[src/rtl/cpu_pkg.sv]
// Shared types for the parametrised accumulator core: opcodes, FSM states
// and command field extraction helpers.
package cpu_pkg;

  typedef enum logic [3:0] {
    OP_ADD   = 4'h0,
    OP_SUB   = 4'h1,
    OP_MUL   = 4'h2,
    OP_AND   = 4'h3,
    OP_OR    = 4'h4,
    OP_XOR   = 4'h5,
    OP_NOT   = 4'h6,
    OP_SHL   = 4'h7,
    OP_SHR   = 4'h8,
    OP_PASS  = 4'h9,
    OP_LOAD  = 4'hC,
    OP_STORE = 4'hD,
    OP_NOP   = 4'hF
  } opcode_e;

  typedef enum logic [2:0] {
    IDLE,
    FETCH,
    EXEC,
    MEMRD,
    DONE
  } state_e;

  // cmd layout: {opcode[3:0], sel_a[sel_w], sel_b[sel_w]}
  function automatic logic [3:0] cmd_op(
    input logic [31:0] cmd,
    input int unsigned sel_w
  );
    return cmd[2*sel_w +: 4];
  endfunction

  function automatic logic [15:0] cmd_sel_a(
    input logic [31:0] cmd,
    input int unsigned sel_w
  );
    logic [31:0] m;
    m = (32'd1 << sel_w) - 32'd1;
    return 16'((cmd >> sel_w) & m);
  endfunction

  function automatic logic [15:0] cmd_sel_b(
    input logic [31:0] cmd,
    input int unsigned sel_w
  );
    logic [31:0] m;
    m = (32'd1 << sel_w) - 32'd1;
    return 16'(cmd & m);
  endfunction

endpackage

[src/rtl/cpu_core_param_if.sv]
// Command/data/result bundle of cpu_core_param.
// master: command source side; slave: the core.
interface cpu_core_param_if #(
  parameter int WIDTH  = 8,
  parameter int NUM_IN = 4
);
  localparam int SEL_W = $clog2(NUM_IN);
  localparam int CMD_W = 4 + 2*SEL_W;

  logic                    cmd_valid;
  logic                    cmd_ready;
  logic [CMD_W-1:0]        cmd_in;
  logic [NUM_IN*WIDTH-1:0] din;
  logic [2*WIDTH-1:0]      result;
  logic                    cpu_rdy;
  logic                    zero;
  logic                    error;

  modport master (
    output cmd_valid, cmd_in, din,
    input  cmd_ready, result, cpu_rdy, zero, error
  );

  modport slave (
    input  cmd_valid, cmd_in, din,
    output cmd_ready, result, cpu_rdy, zero, error
  );
endinterface

[src/rtl/cpu_alu_param.sv]
// Combinational ALU: zero-extended WIDTH operands, 2*WIDTH result.
// Ports: op, a, b in; res, valid_op (op is an ALU opcode) out.
module cpu_alu_param
  import cpu_pkg::*;
#(
  parameter int WIDTH = 8
) (
  input  logic [3:0]         op,
  input  logic [WIDTH-1:0]   a,
  input  logic [WIDTH-1:0]   b,
  output logic [2*WIDTH-1:0] res,
  output logic               valid_op
);
  logic [2*WIDTH-1:0] ax;
  logic [2*WIDTH-1:0] bx;

  assign ax = {{WIDTH{1'b0}}, a};
  assign bx = {{WIDTH{1'b0}}, b};

  always_comb begin
    res      = '0;
    valid_op = 1'b1;
    unique case (op)
      OP_ADD:  res = ax + bx;
      OP_SUB:  res = ax - bx;
      OP_MUL:  res = ax * bx;
      OP_AND:  res = ax & bx;
      OP_OR:   res = ax | bx;
      OP_XOR:  res = ax ^ bx;
      OP_NOT:  res = {{WIDTH{1'b0}}, ~a};
      OP_SHL:  res = ax << 1;
      OP_SHR:  res = ax >> 1;
      OP_PASS: res = ax;
      default: valid_op = 1'b0;
    endcase
  end
endmodule

[src/rtl/cpu_core_param.sv]
// Parametrised accumulator core: valid/ready command, operand fetch,
// ALU, sync RAM load/store. Ports: clk, reset (async low), bus (slave).
module cpu_core_param
  import cpu_pkg::*;
#(
  parameter int WIDTH     = 8,
  parameter int NUM_IN    = 4,
  parameter int MEM_DEPTH = 256
) (
  input logic           clk,
  input logic           reset,
  cpu_core_param_if.slave bus
);
  localparam int SEL_W  = $clog2(NUM_IN);
  localparam int ADDR_W = $clog2(MEM_DEPTH);
  localparam int CMD_W  = 4 + 2*SEL_W;
  localparam int RW     = 2*WIDTH;

  state_e             state;
  logic [CMD_W-1:0]   cmd_q;
  logic [WIDTH-1:0]   op_a;
  logic [WIDTH-1:0]   op_b;
  logic               sel_err;
  logic [RW-1:0]      result_q;
  logic               zero_q;
  logic               error_q;
  logic               rdy_q;

  logic [3:0]         op;
  logic [SEL_W-1:0]   sel_a;
  logic [SEL_W-1:0]   sel_b;
  logic               bad_a;
  logic               bad_b;
  logic [WIDTH-1:0]   mux_a;
  logic [WIDTH-1:0]   mux_b;
  logic [RW-1:0]      alu_res;
  logic               alu_ok;
  logic               is_load;
  logic               known;

  logic [RW-1:0]      mem [MEM_DEPTH];
  logic [RW-1:0]      rd_data;
  logic [ADDR_W-1:0]  addr;
  logic               mem_we;

  assign op    = cmd_op(32'(cmd_q), SEL_W);
  assign sel_a = SEL_W'(cmd_sel_a(32'(cmd_q), SEL_W));
  assign sel_b = SEL_W'(cmd_sel_b(32'(cmd_q), SEL_W));

  // out-of-range channel reads as zero and flags the command
  assign bad_a = int'(sel_a) >= NUM_IN;
  assign bad_b = int'(sel_b) >= NUM_IN;
  assign mux_a = bad_a ? '0
               : bus.din[int'(sel_a)*WIDTH +: WIDTH];
  assign mux_b = bad_b ? '0
               : bus.din[int'(sel_b)*WIDTH +: WIDTH];

  cpu_alu_param #(
    .WIDTH(WIDTH)
  ) u_alu (
    .op      (op),
    .a       (op_a),
    .b       (op_b),
    .res     (alu_res),
    .valid_op(alu_ok)
  );

  assign is_load = op == OP_LOAD;
  assign known   = alu_ok | is_load
                 | (op == OP_STORE)
                 | (op == OP_NOP);

  // write gated by EXEC state, so an async reset
  // before the EXEC edge suppresses the store
  assign addr   = op_a[ADDR_W-1:0];
  assign mem_we = (state == EXEC) && (op == OP_STORE);

  always_ff @(posedge clk) begin
    if (mem_we)
      mem[addr] <= result_q;
    rd_data <= mem[addr];
  end

  always_ff @(posedge clk or negedge reset) begin
    if (!reset) begin
      state    <= IDLE;
      cmd_q    <= '0;
      op_a     <= '0;
      op_b     <= '0;
      sel_err  <= 1'b0;
      result_q <= '0;
      zero_q   <= 1'b0;
      error_q  <= 1'b0;
      rdy_q    <= 1'b0;
    end else begin
      rdy_q <= 1'b0;
      unique case (state)
        IDLE: begin
          if (bus.cmd_valid) begin
            cmd_q <= bus.cmd_in;
            state <= FETCH;
          end
        end
        FETCH: begin
          op_a    <= mux_a;
          op_b    <= mux_b;
          sel_err <= bad_a | bad_b;
          state   <= EXEC;
        end
        EXEC: begin
          error_q <= sel_err | ~known;
          if (alu_ok) begin
            result_q <= alu_res;
            zero_q   <= alu_res == '0;
          end
          state <= is_load ? MEMRD : DONE;
          rdy_q <= ~is_load;
        end
        MEMRD: begin
          result_q <= rd_data;
          state    <= DONE;
          rdy_q    <= 1'b1;
        end
        DONE: state <= IDLE;
        default: state <= IDLE;
      endcase
    end
  end

  assign bus.cmd_ready = state == IDLE;
  assign bus.result    = result_q;
  assign bus.zero      = zero_q;
  assign bus.error     = error_q;
  assign bus.cpu_rdy   = rdy_q;
endmodule

[src/flat_wrapper.sv]
// flat-port wrapper written by rule: the top's interface ports become plain ports
module cpu_core_param_flat import cpu_pkg::*;
#(
  parameter int WIDTH     = 8,
  parameter int NUM_IN    = 4,
  parameter int MEM_DEPTH = 256
)
  (clk, reset, bus_cmd_valid, bus_cmd_in, bus_din, bus_cmd_ready, bus_result, bus_cpu_rdy, bus_zero, bus_error);
  cpu_core_param_if #(.WIDTH(WIDTH), .NUM_IN(NUM_IN)) bus_i ();
  input logic clk;
  input logic reset;
  input wire logic [$bits(bus_i.cmd_valid)-1:0] bus_cmd_valid;
  input wire logic [$bits(bus_i.cmd_in)-1:0] bus_cmd_in;
  input wire logic [$bits(bus_i.din)-1:0] bus_din;
  output wire logic [$bits(bus_i.cmd_ready)-1:0] bus_cmd_ready;
  output wire logic [$bits(bus_i.result)-1:0] bus_result;
  output wire logic [$bits(bus_i.cpu_rdy)-1:0] bus_cpu_rdy;
  output wire logic [$bits(bus_i.zero)-1:0] bus_zero;
  output wire logic [$bits(bus_i.error)-1:0] bus_error;
  assign bus_i.cmd_valid = bus_cmd_valid;
  assign bus_i.cmd_in = bus_cmd_in;
  assign bus_i.din = bus_din;
  assign bus_cmd_ready = bus_i.cmd_ready;
  assign bus_result = bus_i.result;
  assign bus_cpu_rdy = bus_i.cpu_rdy;
  assign bus_zero = bus_i.zero;
  assign bus_error = bus_i.error;
  cpu_core_param #(.WIDTH(WIDTH), .NUM_IN(NUM_IN), .MEM_DEPTH(MEM_DEPTH)) u_core (.clk(clk), .reset(reset), .bus(bus_i));
endmodule
[config.mk]
export PLATFORM = sky130hd
export DESIGN_NAME = cpu_core_param_flat
export DESIGN_NICKNAME = d
export VERILOG_FILES = /design/src/rtl/cpu_pkg.sv /design/src/rtl/cpu_core_param_if.sv /design/src/rtl/cpu_alu_param.sv /design/src/rtl/cpu_core_param.sv /design/src/flat_wrapper.sv
export SDC_FILE = /design/constraint.sdc
export NUM_CORES = 2
export LEC_CHECK = 0
export ABC_CLOCK_PERIOD_IN_PS = 7000
export CORE_ASPECT_RATIO = 0.9
export CORE_MARGIN = 5
export CORE_UTILIZATION = 30
export DETAILED_ROUTE_END_ITERATION = 16
export DONT_BUFFER_PORTS = 1
export SETUP_SLACK_MARGIN = 0.1
export SLEW_MARGIN = 20
export SYNTH_ARGS = -nofsm -noshare
export SYNTH_HDL_FRONTEND = slang
export SYNTH_SLANG_ARGS = --single-unit
export TNS_END_PERCENT = 10
[constraint.sdc]
create_clock -name clk -period 7 [get_ports clk]
set_input_delay 1.4 -clock clk [delete_from_list [all_inputs] [get_ports clk]]
set_output_delay 1.4 -clock clk [all_outputs]
set_load 0.01 [all_outputs]
After elaboration in Yosys (flattened, before gate mapping)
Memories as Yosys holds them, arrays and structs flattened. A register that Yosys moved wholly into a read port is not among the register bits.
Cells that the tools add are included.
Operators by class
  reduce and logical (&&, ||, !) cells: 9
  add/sub/neg operators: 2
  shift operators: 2
  muxes and demuxes: 10
  bitwise logic cells: 9
  multipliers: 1
  equal/unequal tests: 17
Operators by type and width (count)
  16-bit one-hot mux with 10 select lines: 1
  32-bit by 6-bit variable part select with 8-bit output: 2
  16-bit one-hot mux with 2 select lines: 1
  4-bit equality test, second input constant: 5
  4-bit by 3-bit equality test with 1-bit output, second input constant: 4
  16-bit logical NOT: 1
  8-bit by 8-bit multiplier with 16-bit output: 1
  16-bit 2-to-1 mux: 1
  3-bit one-hot mux with 4 select lines: 1
  10-bit OR reduction: 1
  8-bit by 8-bit adder with 9-bit output: 1
  8-bit by 8-bit subtractor with 9-bit output: 1
  8-bit bitwise AND: 1
  4-bit by 2-bit equality test with 1-bit output, second input constant: 2
  8-bit NOT: 1
  8-bit OR: 1
  8-bit XOR: 1
  3-bit by 2-bit equality test with 1-bit output, second input constant: 2
  3-bit 2-to-1 mux: 2
  2-bit AND reduction: 3
  4-bit by 1-bit equality test with 1-bit output, second input constant: 1
  4-bit logical NOT: 1
  3-bit by 1-bit equality test with 1-bit output, second input constant: 1
  3-bit logical NOT: 1
  8 further kinds: 13
Word-level totals
  bits of input ports: 43
  logic and storage cells: 59
  output and inout bits: 20
  memories kept: 1
  bits in registers: 46
  bits in writable memories: 4096
Memories
  u_core.mem: words 256, width 16, rd ports 1, clocked after Yosys merged registers in 1, write ports 1, line cpu_core_param.sv:41  | logic [RW-1:0] mem [MEM_DEPTH];

Depth between registers and ports, before layout
  word-level depth: 7
  mapped depth: 25
  gate-level depth less buffers: 19

Hierarchy
Synthesis repeated with hierarchy kept, for this count alone.
Unflattened totals
  cell total of the unflattened synthesis: 7340
  area total of the unflattened synthesis: 161011.9 µm²
By module, submodules not included
  cpu_core_param: seq. area each 124469.4 µm², instances 1, area each 157479.8 µm², cells each 6882
  cpu_alu_param: seq. area each 0.0 µm², instances 1, area each 3532.1 µm², cells each 458

Worst setup path before layout
Ideal clock, no wire load.
  path kind: register to register
  from: register u_core.op_a[2] (netlist: u_core.addr[2])
  to: register u_core.zero_q (netlist: u_core.bus.zero)
  slack: 1.233 ns
  arrival time: 5.691 ns
  path buffers: 5
  setup time: 0.076 ns
  clock period less this slack: 5.767 ns
  required time: 6.924 ns
  cell stages (with the launch flop): 23
  cell sequence: dfrtp_1 > clkbuf_1 > clkbuf_1 > clkbuf_1 > clkbuf_1 > buf_1 > nand2_1 > fa_1 > fa_1 > inv_1 > fa_1 > inv_1 > fa_1 > inv_1 > ha_1 > or3_1 > o21bai_1 > a211oi_1 > mux2i_1 > nand4_1 > nor3_1 > nand4b_1 > o21ai_1
On the way
  longest elaborated chain between the ends: 3
  elaborated cells on any way between the ends: 9
  classes of those cells: add/sub: 2; mul: 1; mux: 1; bitwise: 4; reduce/logical: 1
RTL lines
  start: declaration: line cpu_core_param.sv:21  | logic [WIDTH-1:0] op_a;
  start signal: assignment: line cpu_core_param.sv:105  | op_a <= mux_a;
  8-bit by 8-bit multiplier with 16-bit output, or another cell as far along: line cpu_alu_param.sv:26  | OP_MUL: res = ax * bx;
  16-bit one-hot mux with 10 select lines *: line cpu_alu_param.sv:23  | unique case (op)
  16-bit logical NOT *: line cpu_core_param.sv:114  | zero_q <= alu_res == '0;
  end signal: assignment: line cpu_core_param.sv:92  | zero_q <= 1'b0;
  end signal: assignment: line cpu_core_param.sv:114
  end: declaration: line cpu_core_param.sv:25  | logic zero_q;
Mark *: on every way between the ends. The rest lies on a longest branch, timed or not.
A chain may end at the register's enable or synchronous reset.

==> flow_summary.json <==
{
  "nFillCells": 49300,
  "power_mw": 79.5,
  "worstPathRequired_ns": 7.81,
  "grt_pass1_vias": 78700,
  "power_frac_clock": 0.269,
  "worst_pin_slew_ns": 1.32,
  "reg2reg_setup_slack_ns": 1.27,
  "fin_skew_ns": 0.0937,
  "slowest_delay_ns": 0.80,
  "overflow": 0,
  "ys_types": 70,
  "vias": 79000,
  "end_kind": "flop",
  "synth_area_per_cell_um2": 23.3,
  "area_growth_pct": 15.1,
  "dr.pass1.iters": 7,
  "share_comb_of_total_power": 0.330,
  "drive_gt1_frac": 0.331,
  "ctsResizeCount": 0,
  "ff2ff_path_depth": 9,
  "post_synth_inst_count": 7000,
  "syn_nets": 7141,
  "hold_class": "input port to async pin",
  "crit_chain": "buf_12 -> buf_4 -> buf_4 -> mux4_2 -> mux4_2 -> mux2i_1 -> o32ai_1 -> a211oi_2 -> o21ai_1",
  "postSynth.asyncResetShare": 0.0111,
  "io_buffers": 0,
  "crit_path_top_delay_cell": "a211oi_2",
  "r2r_start": "u_core.addr[0]$_DFFE_PN0P_",
  "synth-adder-area-share": 0.00929,
  "final_area_um2": 187000,
  "post_cts_buffers": 0,
  "cp_top_family": "buffers and inverters",
  "synth-seq-area-share": 0.765,
  "period_minus_slack_ns": 5.73,
  "die_h_um": 709,
  "rsz0062_at_grt": "false",
  "finalHoldViolCount": 0,
  "wl_per_cell_um": 30.3,
  "peakVddDrop_uv": 359,
  "ant_nets": 0,
  "grt_pass1_wl_um": 632000,
  "dpl_cell_area_um2": 174000,
  "ioPinCount": 63,
  "synth_compound_area_frac": 0.0107,
  "cts_hold_repair.buffers": 0,
  "cp_num_buf_inv": 3,
  "fmax_mhz": 174,
  "relSlewSlack": 0.120,
  "synthXorXnorAreaFrac": 0.000377,
  "fp-row-count": 256,
  "outcome": "finished, final reports clean",
  "grt_max_degree": 209,
  "crit_type": "flop to flop",
  "clk_path_buf_depth": 4,
  "drc_errors": 0,
  "vias_per_cell": 5.27,
  "die_x_um": 786,
  "gp_congestion": 0.888,
  "drtIter0Drc": 11300,
  "p_sw_mw": 27.2,
  "synthFlopType": "edfxtp_1",
  "post-route-util": 0.347,
  "setup_viol": 0,
  "track_usage": 0.159,
  "finalNetCount": 7555,
  "synthSimpleGateAreaFrac": 0.0169,
  "cap_violations": 0,
  "swShare": 0.342,
  "power_density_nw_per_um2": 425,
  "hpwl_um": 269000,
  "tns_ns": 0,
  "place_inst": 14200,
  "synth_edf_count": 4096,
  "routed_wl_um": 454000,
  "crit_path_max_fanout": 48,
  "drv_slew": 0,
  "htreeDepth": 5,
  "post-route-period-util": 0.819,
  "internal-power_mw": 52.3,
  "antenna_found_initial": 27,
  "start_kind": "flop",
  "cp.arrival_ns": 6.55,
  "syn_area_um2": 163000,
  "seqPwrFrac": 0.401,
  "clock_latency_ns": 1.01,
  "ys_warn_count": 0,
  "path_clk_slew_ns": 0.06,
  "start_util": 0.301,
  "power_leakage_nw": 57.4,
  "ys_seq_elements": 4158,
  "core_area_um2": 540000,
  "synth_mux_area_frac": 0.185,
  "cts-root-buf": "clkbuf_16",
  "cts.sinks": 4158,
  "synth_top_family_by_area": "multiplexers",
  "numCtsBuffers": 404,
  "tritoncts": "done",
  "worstReg2RegEnd": "u_core.rd_data[8]$_DFF_P_",
  "final_cells": 15000,
  "dieArea_um2": 557000
}
==> registers in the layout, summed over array words and instances (netlist names) <==
| register | flops |
|---|---|
| u_core.rd_data | 16 |
| u_core.bus.error | 1 |
| u_core.state | 3 |
| u_core.op_b | 8 |
| u_core.mem | 4096 |
| u_core.cmd_q | 8 |
| u_core.bus.result | 16 |
| u_core.bus.cpu_rdy | 1 |
| u_core.addr | 8 |
| u_core.bus.zero | 1 |
==> layer usage <==
| layer | vias to the layer above | GRT usage | part of all wire |
|---|---|---|---|
| li1 | 30700 | - | - |
| met1 | 43100 | 0.222 | 0.40 |
| met2 | 4362 | 0.239 | 0.45 |
| met3 | 782 | 0.0503 | 0.11 |
| met4 | 14 | 0.0456 | 0.031 |
| met5 | - | 0 | 0.00054 |
==> cells by family (layout without fill, tap and decap cells) <==
kind of cell / after synthesis / after routing
compound gates: 255 / 255
simple gates: 651 / 651
flops: 4158 / 4158
fa+ha+maj: 98 / 98
xor+xnor: 7 / 7
buf+inv: 453 / 1211
mux: 1378 / 1378
other cells: 0 / 10
==> power by group through the flow <==
stage	registers (mW)	logic (mW)	clock network, mW
global route	31.9	27.4	22.9
finish	31.9	26.2	21.4
detailed placement	32.4	26.0	0
global placement	32.3	25.7	0
CTS	31.8	26.1	21.8
floorplan	33.7	14.5	0
==> stage by stage <==
step	worst slack (ns)	hold WS, ns
after floorplan	1.23	0.427
after global placement	1.18	0.515
after detailed placement	1.14	0.551
after CTS	1.17	0.0568
after global routing	1.01	0.0925
final	1.27	0.138
==> how the worst max path moves through the flow <==
| stage | startpoint | slack (ns) | to | cells after the start |
|---|---|---|---|---|
| final | u_core.addr[0]$_DFFE_PN0P_ | 1.27 | u_core.rd_data[8]$_DFF_P_ | 9 |
| after global routing | u_core.addr[0]$_DFFE_PN0P_ | 1.01 | u_core.rd_data[8]$_DFF_P_ | 9 |
| after CTS | u_core.addr[0]$_DFFE_PN0P_ | 1.17 | u_core.rd_data[8]$_DFF_P_ | 9 |
| after detailed placement | u_core.addr[0]$_DFFE_PN0P_ | 1.14 | u_core.rd_data[8]$_DFF_P_ | 9 |
| after global placement | u_core.addr[0]$_DFFE_PN0P_ | 1.18 | u_core.rd_data[8]$_DFF_P_ | 9 |
| after floorplan | u_core.addr[2]$_DFFE_PN0P_ | 1.23 | u_core.bus.zero$_DFFE_PN0P_ | 22 |
==> cell type report <==
type	instances	area, um2	share of cell area
inverter	75	292	0.00156
multi-input combinational	2389	37100	0.198
sequential	4158	125000	0.665
clock buffer	483	10500	0.0562
tap	7224	9040	0.0483
timing repair buffer	386	3220	0.0172
clock inverter	267	2520	0.0135
antenna	10	25.0	0.000134
==> cell usage after synthesis (31+ instances only) <==
master / number / area, um2
a21oi_1: 36 / 180
o21ai_0: 58 / 290
dfrtp_1: 46 / 1150
edfxtp_1: 4096 / 123000
buf_4: 31 / 233
buf_2: 104 / 521
inv_1: 65 / 244
ha_1: 60 / 751
mux2i_1: 56 / 561
nor2_1: 371 / 1390
nand2_1: 134 / 503
mux4_2: 1308 / 29500
nand3_1: 48 / 240
clkbuf_1: 183 / 687
buf_1: 46 / 173
fa_1: 38 / 761
==> layout by cell type (no fill, tap or decap), types with 70 or more instances in the layout <==
master / instances
buf_4: 361
clkbuf_1: 70
clkbuf_16: 406
clkinv_1: 114
clkinv_2: 81
edfxtp_1: 4096
mux4_2: 1308
nand2_1: 126
nor2_1: 137
nor2_2: 198
==> worst register-to-register path: cells and delay by family, from the launching register on <==
kind	cells	cell delay (ns)
flip-flops	1	0.66
multiplexers	3	1.70
buffers and inverters	3	2.04
AO/OA/AOI/OAI	3	1.20
(Power assumes the default switching activity.)
